`src/rtl/id_ex_skid_reg_pkg.sv`:
```
// Shared widths, opcode constants and the instruction bundle for the ID/EX boundary.
package id_ex_skid_reg_pkg;

  localparam int unsigned DATA_W   = 16;
  localparam int unsigned RD_W     = 3;
  localparam int unsigned OP_W     = 4;
  localparam int unsigned BUNDLE_W = OP_W + 2 * DATA_W + RD_W + 1;
  localparam int unsigned STALL_W  = 16;

  localparam logic [OP_W-1:0] OP_ADD = 4'h0;
  localparam logic [OP_W-1:0] OP_SUB = 4'h1;
  localparam logic [OP_W-1:0] OP_AND = 4'h2;
  localparam logic [OP_W-1:0] OP_OR  = 4'h3;
  localparam logic [OP_W-1:0] OP_XOR = 4'h4;

  // One decoded instruction as it crosses into EX.
  typedef struct packed {
    logic [OP_W-1:0]   op;
    logic [DATA_W-1:0] a;
    logic [DATA_W-1:0] b;
    logic [RD_W-1:0]   rd;
    logic              wb;
  } instr_t;

  // Occupancy encoded as {main_valid, skid_valid}.
  typedef enum logic [1:0] {
    ST_EMPTY = 2'b00,
    ST_FULL1 = 2'b10,
    ST_FULL2 = 2'b11
  } state_t;

endpackage

```
`src/rtl/id_ex_skid_reg_entry.sv`:
```
// One bundle register with load enable and its own valid bit.
module id_ex_skid_reg_entry
  import id_ex_skid_reg_pkg::*;
(
  input  logic   clock,
  input  logic   reset,
  input  logic   load,
  input  logic   valid_in,
  input  instr_t data_in,
  output logic   valid_out,
  output instr_t data_out
);

  logic   valid_d, valid_q;
  instr_t data_d, data_q;

  // Data only changes on a load; valid follows the controller's decision.
  always_comb begin
    valid_d = valid_in;
    data_d  = data_q;
    if (load) begin
      data_d = data_in;
    end
  end

  // Entry state register.
  always_ff @(posedge clock) begin
    if (reset) begin
      valid_q <= 1'b0;
      data_q  <= '0;
    end else begin
      valid_q <= valid_d;
      data_q  <= data_d;
    end
  end

  assign valid_out = valid_q;
  assign data_out  = data_q;

endmodule

```
`src/rtl/id_ex_skid_reg.sv`:
```
// ID/EX pipeline register with a 2-entry skid buffer and flush.
// Optional macro ID_EX_STALL_CNT_EN adds a saturating stall_cnt output.
module id_ex_skid_reg
  import id_ex_skid_reg_pkg::*;
(
  input  logic              clock,
  input  logic              reset,
  input  logic              flush,
  input  logic              in_valid,
  output logic              in_ready,
  input  logic [OP_W-1:0]   in_op,
  input  logic [DATA_W-1:0] in_a,
  input  logic [DATA_W-1:0] in_b,
  input  logic [RD_W-1:0]   in_rd,
  input  logic              in_wb,
  output logic              out_valid,
  input  logic              out_ready,
  output logic [OP_W-1:0]   out_op,
  output logic [DATA_W-1:0] out_a,
  output logic [DATA_W-1:0] out_b,
  output logic [RD_W-1:0]   out_rd,
  output logic              out_wb
`ifdef ID_EX_STALL_CNT_EN
  ,
  output logic [STALL_W-1:0] stall_cnt
`endif
);

  logic   main_valid_q, skid_valid_q;
  logic   main_valid_d, skid_valid_d;
  logic   main_load, skid_load, main_from_skid;
  logic   accept, drain;
  instr_t in_bundle, main_data, skid_data, main_in;
  state_t state;

  assign in_bundle = '{op: in_op, a: in_a, b: in_b, rd: in_rd, wb: in_wb};
  assign accept    = in_valid && !skid_valid_q;
  assign drain     = main_valid_q && out_ready;
  assign state     = state_t'({main_valid_q, skid_valid_q});
  assign main_in   = main_from_skid ? skid_data : in_bundle;

  // Next occupancy and load enables; flush overrides everything.
  always_comb begin
    main_valid_d   = main_valid_q;
    skid_valid_d   = skid_valid_q;
    main_load      = 1'b0;
    skid_load      = 1'b0;
    main_from_skid = 1'b0;
    case (state)
      ST_EMPTY: begin
        if (accept) begin
          main_load    = 1'b1;
          main_valid_d = 1'b1;
        end
      end
      ST_FULL1: begin
        if (accept && drain) begin
          main_load = 1'b1;
        end else if (drain) begin
          main_valid_d = 1'b0;
        end else if (accept) begin
          skid_load    = 1'b1;
          skid_valid_d = 1'b1;
        end
      end
      ST_FULL2: begin
        if (drain) begin
          main_load      = 1'b1;
          main_from_skid = 1'b1;
          skid_valid_d   = 1'b0;
        end
      end
      default: begin
        // Skid without main is unreachable; recover to empty.
        main_valid_d = 1'b0;
        skid_valid_d = 1'b0;
      end
    endcase
    if (flush) begin
      main_valid_d = 1'b0;
      skid_valid_d = 1'b0;
      main_load    = 1'b0;
      skid_load    = 1'b0;
    end
  end

  id_ex_skid_reg_entry u_main (
    .clock     (clock),
    .reset     (reset),
    .load      (main_load),
    .valid_in  (main_valid_d),
    .data_in   (main_in),
    .valid_out (main_valid_q),
    .data_out  (main_data)
  );

  id_ex_skid_reg_entry u_skid (
    .clock     (clock),
    .reset     (reset),
    .load      (skid_load),
    .valid_in  (skid_valid_d),
    .data_in   (in_bundle),
    .valid_out (skid_valid_q),
    .data_out  (skid_data)
  );

  assign in_ready  = !skid_valid_q;
  assign out_valid = main_valid_q;
  assign out_op    = main_data.op;
  assign out_a     = main_data.a;
  assign out_b     = main_data.b;
  assign out_rd    = main_data.rd;
  assign out_wb    = main_data.wb;

`ifdef ID_EX_STALL_CNT_EN
  logic [STALL_W-1:0] stall_cnt_d, stall_cnt_q;

  // Count cycles where EX holds off a valid entry; saturate, clear on reset only.
  always_comb begin
    stall_cnt_d = stall_cnt_q;
    if (main_valid_q && !out_ready && (stall_cnt_q != {STALL_W{1'b1}})) begin
      stall_cnt_d = stall_cnt_q + STALL_W'(1);
    end
  end

  // Stall counter register.
  always_ff @(posedge clock) begin
    if (reset) begin
      stall_cnt_q <= '0;
    end else begin
      stall_cnt_q <= stall_cnt_d;
    end
  end

  assign stall_cnt = stall_cnt_q;
`endif

endmodule
```
`config.mk`:
```
export PLATFORM = sky130hd
export DESIGN_NAME = id_ex_skid_reg
export DESIGN_NICKNAME = d
export VERILOG_FILES = /design/src/rtl/id_ex_skid_reg_pkg.sv /design/src/rtl/id_ex_skid_reg_entry.sv /design/src/rtl/id_ex_skid_reg.sv
export SDC_FILE = /design/constraint.sdc
export NUM_CORES = 1
export LEC_CHECK = 0
export ABC_AREA = 1
export CAP_MARGIN = 0
export CORE_MARGIN = 5
export CORE_UTILIZATION = 51
export CTS_CLUSTER_SIZE = 25
export DETAILED_ROUTE_END_ITERATION = 6
export PLACE_DENSITY = 0.9
export SLEW_MARGIN = 20
export SYNTH_ARGS = -nofsm -noshare
export SYNTH_HDL_FRONTEND = slang
export SYNTH_HIERARCHICAL = 1
export SYNTH_SLANG_ARGS = --single-unit
```
`constraint.sdc`:
```
create_clock -name clock -period 1.5 [get_ports clock]
set_input_delay 0.3 -clock clock [delete_from_list [all_inputs] [get_ports clock]]
set_output_delay 0.3 -clock clock [all_outputs]
set_load 0.05 [all_outputs]
```
# [Word-level counts from Yosys, hierarchy flattened]
# Index checks and enable logic that the tools add are counted.
[op_classes] add_sub_neg=0 mul=0 div_mod_pow=0 order_cmp=0 eq_ne=8 shifts=0 mux=18 bitwise_logic=2 n_reduce_logical=8
[ops] cell="40-bit 2-to-1 mux" n=1
[ops] cell="1-bit 2-to-1 mux" n=14
[ops] cell="2-bit inequality test, second input constant" n=6
[ops] cell="1-bit one-hot mux with 3 select lines" n=3
[ops] cell="5-bit AND reduction" n=1
[ops] cell="2-bit equality test, second input constant" n=2
[ops] cell="4-bit AND reduction" n=1
[ops] cell="1-bit logical AND" n=3
[ops] cell="2-bit zero test" n=1
[ops] cell="1-bit inverter" n=2
[ops] cell="2-bit OR reduction" n=1
[ops] cell="1-bit zero test" n=1
[totals] reg_bits=82 latch_bits=0 ramBits=0 romBits=0 input_bits=45 output_inout_bits=42 word_cells=48 memories=0

# [Logic depth before layout (Yosys ltp)]
[logic_depth] word_depth=7 ltp_mapped=10 ltp_nobuf=8

# [Hierarchy]
# Netlist, hierarchy kept.
[by_module_without_submodules] mod="id_ex_skid_reg_entry" instances=2 cells_per_inst=257 area_each_um2=1689.1 seq_area_each_um2=820.8
[by_module_without_submodules] mod="id_ex_skid_reg" instances=1 cells_per_inst=144 area_each_um2=606.8 seq_area_each_um2=0.0

# [Least setup slack after synthesis]
# OpenSTA, ideal clock, no wires.
[synth_timing] path_type="reg-to-reg" start="register u_main.valid_q, in the netlist u_main/valid_out" end="register u_skid.data_q (netlist bit u_skid/data_out[0])" setup_ns=0.113 arrival_time_ns=1.434 required_ns=1.387 setup_slack_ns=-0.047 path_stages_with_launch=10 path_buffers=2 period_less_slack_ns=1.547 cell_sequence="dfxtp_1 inv_1 nor2_1 nand2_1 nor2_1 buf_6 buf_6 nand2_1 nand2_1 nor2_1"
[synth_between] elab_chain_cells=5 word_cells_on_any_way=7 classes_between="eq/ne: 1; mux: 4; reduce/logical: 2"
[synth_rtl] element="start: declaration" line="id_ex_skid_reg_entry.sv:14" rtl="logic valid_d, valid_q;"
[synth_rtl] element="start signal: assignment" line="id_ex_skid_reg_entry.sv:32" rtl="valid_q <= valid_d;"
[synth_rtl] element="1-bit logical AND" line="id_ex_skid_reg.sv:38" rtl="assign drain = main_valid_q && out_ready;"
[synth_rtl] element="1-bit 2-to-1 mux or 1-bit logical AND (tied branches)" line="id_ex_skid_reg.sv:59, id_ex_skid_reg.sv:57"
[synth_rtl] element="1-bit 2-to-1 mux" line="id_ex_skid_reg.sv:57" rtl="if (accept && drain) begin"
[synth_rtl] element="1-bit 2-to-1 mux (*)" line="id_ex_skid_reg.sv:49" rtl="case (state)"
[synth_rtl] element="1-bit 2-to-1 mux (*)" line="id_ex_skid_reg.sv:79" rtl="if (flush) begin"
[synth_rtl] element="named net skid_load" line="id_ex_skid_reg.sv:31" rtl="logic main_load, skid_load, main_from_skid;"
[synth_rtl] element="end signal: assignment" line="id_ex_skid_reg_entry.sv:33" rtl="data_q <= data_d;"
[synth_rtl] element="end: declaration" line="id_ex_skid_reg_entry.sv:15" rtl="instr_t data_d, data_q;"
# The timed path passes the listed nets; every way through them passes the cells marked *.
# A chain may end at the register's enable or synchronous reset.

# [Worst setup path in the final report]
[layout_timing] start="input port out_ready" end="register u_skid.data_q (netlist bit u_skid/data_out[22])"
[layout_between] elab_chain_cells=5 word_cells_on_any_way=6 classes_between="mux: 4; reduce/logical: 2"
[layout_rtl] element="start: declaration" line="id_ex_skid_reg.sv:17" rtl="input logic out_ready,"
[layout_rtl] element="1-bit logical AND (*)" line="id_ex_skid_reg.sv:38"
[layout_rtl] element="1-bit 2-to-1 mux or 1-bit logical AND (tied branches)" line="id_ex_skid_reg.sv:59, id_ex_skid_reg.sv:57"
[layout_rtl] element="1-bit 2-to-1 mux (*)" line="id_ex_skid_reg.sv:57"
[layout_rtl] element="1-bit 2-to-1 mux (*)" line="id_ex_skid_reg.sv:49"
[layout_rtl] element="1-bit 2-to-1 mux (*)" line="id_ex_skid_reg.sv:79"
[layout_rtl] element="named net skid_load" line="id_ex_skid_reg.sv:31"
# Marked as above.

==> impl_metrics.json <==
{
  "clk_latency_ps": 350,
  "grt_use_total": 0.1909,
  "num_io_pins": 87,
  "synth_cells": 658,
  "cts_tree": "built",
  "r2r-start": "u_main/valid_out",
  "post-place-ws_ps": -289.2,
  "numCtsBuffers": 9,
  "dp_hpwl_um": 6805,
  "drt-total-wl_um": 9439,
  "r2r_end": "u_skid/data_out[22]",
  "final_hold_viol_count": 0,
  "fmax_ghz": 0.7153,
  "leakage_nw": 2.853,
  "route.vias.total": 3883,
  "total_power_mw": 5.341,
  "first_global_vias": 3568,
  "slew_violations": 0,
  "synth_area_sq_um": 3985,
  "firstDrtPassIters": 5,
  "synth_warnings": 6,
  "cts_buffer_depth": 2,
  "status": "complete, no violations",
  "power.switching_mw": 1.434,
  "antenna_found_initial": 0,
  "cellInternalPower_mw": 3.907,
  "syn_to_final_growth_pct": 41.73,
  "min_path_cells": 2,
  "powerDensity_nw_per_um2": 945.7,
  "cp_cell_sequence": "clkdlybuf4s50_1, nor2_2, nand2_2, nor2_4, buf_12, buf_12, nand2_1, nand2_1, nor2_1",
  "syn_nets": 703,
  "initial_core_util": 0.5184,
  "tns_ps": 0,
  "synthTopCellsByArea": "dfxtp_1, nand2_1, nor2_1, inv_1, buf_6",
  "crit_cells": 9,
  "drv_cap": 0,
  "min_to": "u_skid/data_out[26]",
  "drc_errors": 0,
  "r2r_cells": 9,
  "slew_headroom": 0.8509,
  "hp-class": "flip-flop to flip-flop",
  "rsz0062_at_grt": "false",
  "worstSetupPathType": "primary input to flip-flop",
  "critPathLaunchType": "primary input",
  "crit_fanout": 20,
  "finalCritPeriodShare": 0.9321,
  "num_antenna_cells": 0,
  "routedWlPerCell_um": 11.14,
  "die_w_um": 98.40,
  "async_reset_ff_frac": 0,
  "gp_congestion": 0.7386,
  "yosys_most_used_dff": "dfxtp_1",
  "worst_slack_ps": 101.9,
  "fp-row-count": 32,
  "swShare": 0.2685,
  "synth_enable_flop_cells": 0,
  "fp.coreArea_sq_um": 7687,
  "endpoint_kind": "flip-flop",
  "first_iter_violations": 94,
  "syn-mean-instance-area_sq_um": 6.056,
  "peakVddDrop_mv": 0.6759,
  "arrival_ps": 1630,
  "viasPerCell": 4.584,
  "nets": 785,
  "ys_seq_area_frac": 0.4119,
  "ys_ff_latch": 82,
  "synth_common_cells": "nand2_1, nor2_1, inv_1",
  "ant_nets": 0,
  "period_needed_ps": 1398,
  "hold_start": "u_skid/data_out[26]",
  "htree_levels": 3,
  "clockPowerShare": 0.349,
  "grt_pass1_wl_um": 15280,
  "clock-skew-final_ps": 12.63,
  "clk_pin_slew_ps": 80,
  "clkSinkCount": 82,
  "comb_power_share": 0.209,
  "postCtsHoldBufs": 0,
  "tightest_slew_ps": 223.7,
  "seqPwrFrac": 0.442,
  "grt-ovfl-total": 0,
  "cp_slowest_cell": "clkdlybuf4s50_1",
  "cts_root_buf": "clkbuf_8",
  "worst-path-buf-inv": 3,
  "setup_viol": 0,
  "io_buffers": 86,
  "fp.dieH_um": 98.40,
  "die_area_sq_um": 9682,
  "synth.most_common_cell": "nand2_1",
  "drive_gt1_frac": 0.1248,
  "grt_max_degree": 43,
  "slowest_delay_ps": 460,
  "crit_required_ps": 1740,
  "ys_types": 10,
  "synth_top_area_cell": "dfxtp_1",
  "synth_top_area_frac": 0.4119,
  "reg2reg_slack_ps": 110,
  "path_delay_family": "buffers and inverters"
}
==> final cells by class <==
type / count / area [sq um]
inverter: 88 / 330.3
multi-input combinational: 454 / 1755
clock buffer: 10 / 127.6
tap: 102 / 127.6
clock inverter: 6 / 105.1
fill: 595 / 2039
timing repair buffer: 105 / 1559
sequential: 82 / 1643
==> power by group through the flow <==
stage / combinational [mW] / sequential (mW) / clock [mW]
floorplan: 0.342 / 2.63 / 0
global placement: 1.08 / 2.41 / 0
detailed placement: 1.11 / 2.41 / 0
CTS: 1.12 / 2.36 / 1.90
global route: 1.20 / 2.37 / 1.99
finish: 1.12 / 2.36 / 1.86
==> how the worst max path moves through the flow <==
stage / slack [ps] / from / endpoint
after floorplan: 3 / u_skid/valid_out / u_main/data_out[0]
after global placement: -150 / out_ready / u_skid/data_out[4]
after detailed placement: -290 / out_ready / u_skid/data_out[34]
after CTS: 50 / u_main/valid_out / u_skid/data_out[22]
after global routing: 10 / u_main/valid_out / u_skid/data_out[22]
final: 100 / out_ready / u_skid/data_out[22]
==> worst min-delay path, cell delays in order (launching register included) <==
cell and delay (ps):
dfxtp_1 320, nor2_1 80, nor2_1 40
==> flip-flops by register name, summed over array words and instances (netlist names) <==
register,count
u_main/data_out,40
u_main/valid_out,1
u_skid/data_out,40
u_skid/valid_out,1
==> metal layers <==
layer,global-route usage,wire (um)
met5,0,0
met4,0.08718,210
met3,0.03714,464
met2,0.3515,5075
met1,0.2095,3688
==> layout by cell type, fill, tap and decap left out <==
cell,Yosys,layout
buf_4,8,9
inv_1,87,87
nor2_1,167,164
clkinv_2,0,3
nand2_1,276,275
buf_12,0,50
nand2_2,10,11
clkbuf_16,0,2
bufinv_16,0,3
nor2_2,0,1
dfxtp_1,82,81
nor2_4,0,2
clkbuf_1,0,1
dfxtp_2,0,1
inv_2,1,1
nand3_2,1,1
clkbuf_8,0,9
clkdlybuf4s50_1,0,44
==> per-stage QoR <==
stage          instances    util  area, sq um  hold WS, ps
6_report             847  0.7347         5648        472.8
3_3_place_gp         828  0.6947         5340        457.6
5_1_grt              847  0.7347         5648        491.6
4_1_cts              844  0.7249         5573        474.3
2_1_floorplan        658       -         3986        363.8
3_5_place_dp         828  0.6947         5340        463.5
==> cell families after synthesis <==
family	Yosys count	share of synthesized area
AND/OR/NAND/NOR	454	0.4355
flip-flops	82	0.4119
buffers and inverters	122	0.1526
==> repair_timing <==
action | CTS | global route
gates resized for setup | 0 | 2
buffers inserted | 0 | 1
endpoints found under the setup margin | 0 | 36
Power figures use the tool's default switching activity.
